--- config.mk ---
export PLATFORM = sky130hd
export DESIGN_NAME = mem_axi_initiator
export DESIGN_NICKNAME = d
export VERILOG_FILES = /design/src/rtl/mem_axi_pkg.sv /design/src/rtl/mem_axi_watchdog.sv /design/src/rtl/mem_axi_initiator.sv
export SDC_FILE = /design/constraint.sdc
export NUM_CORES = 1
export LEC_CHECK = 0
export ABC_AREA = 1
export BUFFER_PORTS_ARGS = -buffer_cell sky130_fd_sc_hd__clkbuf_2
export CELL_PAD_IN_SITES_DETAIL_PLACEMENT = 1
export CELL_PAD_IN_SITES_GLOBAL_PLACEMENT = 2
export CORE_MARGIN = 3
export CORE_UTILIZATION = 24
export DETAILED_ROUTE_END_ITERATION = 6
export MAX_ROUTING_LAYER = met4
export PLACE_DENSITY_LB_ADDON = 0.25
export SYNTH_ARGS = -nofsm -noshare
export SYNTH_HDL_FRONTEND = slang
export SYNTH_SLANG_ARGS = --single-unit
--- constraint.sdc ---
create_clock -name clk -period 1.38 [get_ports clk]
set_input_delay 0.276 -clock clk [delete_from_list [all_inputs] [get_ports clk]]
set_output_delay 0.276 -clock clk [all_outputs]
set_load 0.005 [all_outputs]
--- src/rtl/mem_axi_pkg.sv ---
// mem_axi_pkg: shared types and constants for the native-to-AXI4-lite initiator
//   state_t      : initiator FSM states
//   PROT_DATA    : AxPROT for data accesses (unprivileged, secure, data)
//   PROT_INSTR   : AxPROT for instruction fetches (bit 2 = instruction)
//   TIMEOUT_FILL : read data returned when a transaction times out
package mem_axi_pkg;

   typedef enum logic [2:0] {IDLE, WRITE, WRESP, READ, RDATA, DONE} state_t;

   localparam logic [2:0]  PROT_DATA    = 3'b000;
   localparam logic [2:0]  PROT_INSTR   = 3'b100;
   localparam logic [31:0] TIMEOUT_FILL = 32'hFFFF_FFFF;

endpackage

--- src/rtl/mem_axi_watchdog.sv ---
// mem_axi_watchdog: response-wait timer, present only when MEM_AXI_TIMEOUT_EN is defined
//   clk, resetn : clock, asynchronous active-low reset
//   clear       : synchronous clear, wins over enable
//   enable      : count one per cycle while high
//   expired     : high in the TIMEOUT_CYCLES-th enabled cycle since the last clear
`ifdef MEM_AXI_TIMEOUT_EN
module mem_axi_watchdog #(
   parameter int TIMEOUT_CYCLES = 1024
) (
   input  logic clk,
   input  logic resetn,
   input  logic clear,
   input  logic enable,
   output logic expired
);

   localparam int W = $clog2(TIMEOUT_CYCLES);

   logic [W-1:0] count;

   always_ff @(posedge clk or negedge resetn) begin
      if (!resetn)     count <= '0;
      else if (clear)  count <= '0;
      else if (enable) count <= count + 1'b1;
   end

   // expiry forces the initiator out of its wait states, so count never wraps
   assign expired = enable && count == W'(TIMEOUT_CYCLES - 1);

endmodule
`endif

--- src/rtl/mem_axi_initiator.sv ---
// mem_axi_initiator: bridges a native valid/ready memory request onto an AXI4-lite master
//   clk, resetn       : clock, asynchronous active-low reset
//   mem_valid/instr/addr/wdata/wstrb : native request, wstrb != 0 selects a write
//   mem_ready, mem_rdata : one-cycle completion pulse and read data
//   mem_axi_aw*/w*/b*/ar*/r* : AXI4-lite master channels, one transaction in flight
//   bus_err           : sticky response-timeout flag
//   Macro MEM_AXI_TIMEOUT_EN adds a TIMEOUT_CYCLES response-wait watchdog; without it
//   waits are unbounded and bus_err is tied low.
module mem_axi_initiator #(
   parameter int TIMEOUT_CYCLES = 1024
) (
   input  logic        clk,
   input  logic        resetn,
   input  logic        mem_valid,
   input  logic        mem_instr,
   input  logic [31:0] mem_addr,
   input  logic [31:0] mem_wdata,
   input  logic [3:0]  mem_wstrb,
   output logic        mem_ready,
   output logic [31:0] mem_rdata,
   output logic        mem_axi_awvalid,
   input  logic        mem_axi_awready,
   output logic [31:0] mem_axi_awaddr,
   output logic [2:0]  mem_axi_awprot,
   output logic        mem_axi_wvalid,
   input  logic        mem_axi_wready,
   output logic [31:0] mem_axi_wdata,
   output logic [3:0]  mem_axi_wstrb,
   input  logic        mem_axi_bvalid,
   output logic        mem_axi_bready,
   output logic        mem_axi_arvalid,
   input  logic        mem_axi_arready,
   output logic [31:0] mem_axi_araddr,
   output logic [2:0]  mem_axi_arprot,
   input  logic        mem_axi_rvalid,
   output logic        mem_axi_rready,
   input  logic [31:0] mem_axi_rdata,
   output logic        bus_err
);

   import mem_axi_pkg::*;

   if (TIMEOUT_CYCLES < 2) begin : g_bad_timeout
      $error("TIMEOUT_CYCLES must be at least 2");
   end

   state_t      state;
   logic [29:0] addr_q;
   logic [31:0] wdata_q;
   logic [3:0]  wstrb_q;
   logic        instr_q;
   logic        expired;

   // word-aligned addresses: the byte offset is carried by wstrb only
   assign mem_axi_awaddr = {addr_q, 2'b00};
   assign mem_axi_araddr = {addr_q, 2'b00};
   assign mem_axi_awprot = PROT_DATA;
   assign mem_axi_arprot = instr_q ? PROT_INSTR : PROT_DATA;
   assign mem_axi_wdata  = wdata_q;
   assign mem_axi_wstrb  = wstrb_q;

`ifdef MEM_AXI_TIMEOUT_EN
   mem_axi_watchdog #(.TIMEOUT_CYCLES(TIMEOUT_CYCLES)) u_watchdog (
      .clk     (clk),
      .resetn  (resetn),
      .clear   (state == DONE),
      .enable  (state inside {WRITE, WRESP, READ, RDATA}),
      .expired (expired)
   );

   always_ff @(posedge clk or negedge resetn) begin
      if (!resetn)      bus_err <= 1'b0;
      else if (expired) bus_err <= 1'b1;
   end
`else
   assign expired = 1'b0;
   assign bus_err = 1'b0;
`endif

   always_ff @(posedge clk or negedge resetn) begin
      if (!resetn) begin
         state           <= IDLE;
         addr_q          <= '0;
         wdata_q         <= '0;
         wstrb_q         <= '0;
         instr_q         <= 1'b0;
         mem_ready       <= 1'b0;
         mem_rdata       <= '0;
         mem_axi_awvalid <= 1'b0;
         mem_axi_wvalid  <= 1'b0;
         mem_axi_bready  <= 1'b0;
         mem_axi_arvalid <= 1'b0;
         mem_axi_rready  <= 1'b0;
      end else begin
         mem_ready <= 1'b0;
         if (expired) begin
            // abandon the bus transaction and complete the native request with fill data
            mem_axi_awvalid <= 1'b0;
            mem_axi_wvalid  <= 1'b0;
            mem_axi_bready  <= 1'b0;
            mem_axi_arvalid <= 1'b0;
            mem_axi_rready  <= 1'b0;
            mem_rdata       <= TIMEOUT_FILL;
            mem_ready       <= 1'b1;
            state           <= DONE;
         end else begin
            case (state)
               IDLE: if (mem_valid) begin
                  addr_q  <= mem_addr[31:2];
                  wdata_q <= mem_wdata;
                  wstrb_q <= mem_wstrb;
                  instr_q <= mem_instr;
                  if (|mem_wstrb) begin
                     mem_axi_awvalid <= 1'b1;
                     mem_axi_wvalid  <= 1'b1;
                     state           <= WRITE;
                  end else begin
                     mem_axi_arvalid <= 1'b1;
                     state           <= READ;
                  end
               end
               WRITE: begin
                  // address and data channels retire independently, in either order
                  if (mem_axi_awready) mem_axi_awvalid <= 1'b0;
                  if (mem_axi_wready)  mem_axi_wvalid  <= 1'b0;
                  if ((!mem_axi_awvalid || mem_axi_awready) && (!mem_axi_wvalid || mem_axi_wready)) begin
                     mem_axi_bready <= 1'b1;
                     state          <= WRESP;
                  end
               end
               WRESP: if (mem_axi_bvalid) begin
                  mem_axi_bready <= 1'b0;
                  mem_ready      <= 1'b1;
                  state          <= DONE;
               end
               READ: if (mem_axi_arready) begin
                  mem_axi_arvalid <= 1'b0;
                  mem_axi_rready  <= 1'b1;
                  state           <= RDATA;
               end
               RDATA: if (mem_axi_rvalid) begin
                  mem_axi_rready <= 1'b0;
                  mem_rdata      <= mem_axi_rdata;
                  mem_ready      <= 1'b1;
                  state          <= DONE;
               end
               default: state <= IDLE;
            endcase
         end
      end
   end

endmodule

==> flow_summary.ini <==
[route]
route.detailed.drc = 0
wire_per_inst_um = 14.74
first_pass_iteration_count_of_the_detailed_router = 4
routed-via-count = 4187
wl_um = 14670
detailedRoute.firstIterationViolations = 159
viasPerCell = 4.208
ant_nets = 0

[global_route]
antenna_found_initial = 1
grt.overflow.total = 0
first_global_vias = 4364
wire_length_of_the_first_global_routing_pass_um = 22060
grt_use_total = 0.1384
grt_start_max_net_pins = 51

[clock_network]
clock_latency_ns = 0.35
cts_htree_levels = 3
cts_tree = built
worst_setup_hold_path_clk_slew_ns = 0.07
cts_inserted_buffers = 9
clock_tree.root_cell = sky130_fd_sc_hd__clkbuf_16
clk_path_buf_depth = 2
cts.sink_count = 108

[final_layout]
area_growth_syn_to_layout_pct = 38.64
filler_cell_count = 2288
finish.utilization = 0.3399
finalNetCount = 865
final_cell_count_no_fill = 995
post_route_cells_drive_above_1_share = 0.3882
fin_area_mm2 = 0.006380

[placed_design]
port_buffers = 241
place.gp.congestion = 0.7631
hpwlAfterDp_um = 10900
dpl.cell_count = 973
placedInstanceArea_mm2 = 0.005934

[setup_path]
worst_path_most_repeated_cell = sky130_fd_sc_hd__nand2_1
critical_path_peak_fanout = 10
timing.critical_path.arrival_ns = 1.60
crit_required_ns = 1.62
critical_register_to_register_path_startpoint = state[1]$_DFFE_PN0P_
timing.setup.critical_path_class = register to register
slowest_delay_ns = 0.42
worstSetupStartpointType = register
worst_path_max_delay_cell = sky130_fd_sc_hd__dfrtp_1
critPathLaunch = state[1]$_DFFE_PN0P_
timing.critical_path.cells = nor2_4, nand3_4, buf_4, clkbuf_16, nand2_1, nand2_1
endpoint_kind = register

[timing]
rsz_0062_raised_after_global_routing = yes
period_minus_slack_ns = 1.359
min_period_over_period = 0.9846
max_freq_mhz = 736.0
setup_viol_count_final = 0
report.final.hold_viol_count = 0
skew_ns = 0.007976
slew_violations = 0

[worst_hold_path]
timing.hold.worst.class = input port to register
worst_hold_startpoint = mem_wdata[0]

[yosys]
sequential_to_total_area_share_from_yosys_stat = 0.5873
synth.ff_latch_count = 108
post-synth-top-area-cell = sky130_fd_sc_hd__dfrtp_1
synth_top_cells_by_area = sky130_fd_sc_hd__dfrtp_1 59%, sky130_fd_sc_hd__nand2_1 23%, sky130_fd_sc_hd__buf_4 8.0%, sky130_fd_sc_hd__o21ai_0 4.4%, sky130_fd_sc_hd__nand3_1 1.1%
synthCells = 536
postSynthAreaPerCell_um2 = 8.586
synth_cell_type_count = 17
synthesis.yosys.warnings = 0
yosysTopAreaCellShare = 0.5873
netlist_area_mm2 = 0.004602

[floorplan]
io_pins = 254
die_h_um = 144.5
initial_core_util = 0.2452
floorplan.die.width_um = 144.5
core_area_mm2 = 0.01877
rows = 50
die_ar_mm2 = 0.02087

[flow_run]
cap_viol_max_count = 0

[power_and_ir_drop]
peakVddDrop_mv = 0.7514
power-per-cell-area_mw_per_mm2 = 2158
power.leakage_nw = 3.704

[outcome]
outcome = finished clean
## timing repair
| action | CTS | global route |
|---|---|---|
| setup endpoints to repair | 1 | 57 |
| hold buffers | 1 | 0 |
| setup buffers | 0 | 3 |
| gates cloned | 0 | 2 |
| pin swaps | 0 | 4 |
| resized for setup | 1 | 21 |
| hold endpoints to repair | 14 | 0 |
## through the flow
step | hold WS (ns) | worst slack [ns] | power (mW) | TNS [ns]
2_1_floorplan | -0.01959 | 0.1237 | 8.441 | 0
3_3_place_gp | 0.1608 | 0.03376 | 10.82 | 0
3_5_place_dp | 0.1636 | 0.01153 | 11.06 | 0
4_1_cts | 0.09521 | 0.004575 | 13.80 | 0
5_1_grt | 0.1098 | -0.04955 | 15.09 | -2.183
6_report | 0.1165 | 0.02128 | 13.77 | 0
## worst max-delay path, delay by kind of cell (launching register included)
| kind | cells | cell delay (ns) |
|---|---|---|
| flip-flops | 1 | 0.42 |
| AND/OR/NAND/NOR | 4 | 0.49 |
| buffers and inverters | 2 | 0.34 |
## flip-flops by register name, summed over array words and instances, names as in the netlist
signal	cells
mem_axi_rready	1
mem_axi_arvalid	1
mem_axi_bready	1
mem_axi_awvalid	1
instr_q	1
mem_ready	1
addr_q	30
mem_rdata	32
mem_axi_wstrb	4
mem_axi_wdata	32
state	3
mem_axi_wvalid	1
## routing by layer
| metal | track usage | vias to the layer above | part of all wire |
|---|---|---|---|
| met2 | 0.2241 | 162 | 0.48 |
| met4 | 0.04762 | 0 | 0.013 |
| met1 | 0.1663 | 1981 | 0.43 |
| met3 | 0.03902 | 12 | 0.080 |
| li1 | - | 2032 | - |
| met5 | - | - | 0 |
## where the power goes
| group | leakage [nW] | switching [mW] | internal, mW | total [mW] |
|---|---|---|---|---|
| Sequential | 1.35 | 0.917 | 4.64 | 5.56 |
| Combinational | 2.21 | 3.03 | 2.59 | 5.61 |
| Clock | 0.144 | 1.15 | 1.44 | 2.59 |
## layout make-up
cell class              instances  area [um^2]  share of cell area
clock buffers                  10        239.0             0.03746
well taps                     234        292.8             0.04589
repair buffers                265         1550              0.2430
clock inverters                 5        52.55            0.008237
flip-flops and latches        108         2703              0.4236
diodes                          1        2.502           0.0003922
multi-input cells             358         1485              0.2328
inverters                      14        55.05            0.008629
## cell usage in the layout (no fill, tap or decap), types with 5 or more instances in the layout
cell type and instances:
sky130_fd_sc_hd__buf_4 10, sky130_fd_sc_hd__clkbuf_16 11, sky130_fd_sc_hd__conb_1 10, sky130_fd_sc_hd__nand3_1 9, sky130_fd_sc_hd__clkbuf_2 240, sky130_fd_sc_hd__buf_12 9
sky130_fd_sc_hd__dfrtp_1 108, sky130_fd_sc_hd__nand2_1 281, sky130_fd_sc_hd__nand2_2 5, sky130_fd_sc_hd__o21ai_0 34, sky130_fd_sc_hd__inv_1 12
## logic make-up (layout without fill, tap and decap cells)
group / count (synthesis) / after routing / share of synthesized area
AOI/OAI and AO/OA: 42 / 42 / 0.04622
buffers and inverters: 79 / 294 / 0.1066
DFF: 108 / 108 / 0.5873
other: 1 / 11 / 0.0008149
and+or+nand+nor: 306 / 306 / 0.2591
## final timing paths
check / to / slack, ns / cells past startpoint
setup / recovery: mem_axi_wdata[2]$_DFFE_PN0P_ / 0.02 / 6
hold / removal: mem_axi_wdata[0]$_DFFE_PN0P_ / 0.12 / 3
setup reg to reg: mem_axi_wdata[2]$_DFFE_PN0P_ / 0.02 / 6
hold reg to reg: mem_axi_wdata[13]$_DFFE_PN0P_ / 0.48 / 2
max in group asynchronous: mem_axi_wdata[20]$_DFFE_PN0P_ / 0.48 / 3
min in group asynchronous: addr_q[8]$_DFFE_PN0P_ / 0.34 / 2
## synth_stat cells
| library cell | count |
|---|---|
| sky130_fd_sc_hd__a21boi_0 | 1 |
| sky130_fd_sc_hd__a21oi_1 | 1 |
| sky130_fd_sc_hd__buf_2 | 2 |
| sky130_fd_sc_hd__buf_4 | 49 |
| sky130_fd_sc_hd__buf_6 | 1 |
| sky130_fd_sc_hd__clkbuf_1 | 13 |
| sky130_fd_sc_hd__conb_1 | 1 |
| sky130_fd_sc_hd__dfrtp_1 | 108 |
| sky130_fd_sc_hd__inv_1 | 12 |
| sky130_fd_sc_hd__inv_2 | 2 |
| sky130_fd_sc_hd__nand2_1 | 285 |
| sky130_fd_sc_hd__nand2_2 | 1 |
| sky130_fd_sc_hd__nand3_1 | 10 |
| sky130_fd_sc_hd__nand3_4 | 1 |
| sky130_fd_sc_hd__nor2_1 | 7 |
| sky130_fd_sc_hd__nor2_4 | 2 |
| sky130_fd_sc_hd__o21ai_0 | 40 |
Power figures use the tool's default switching activity.
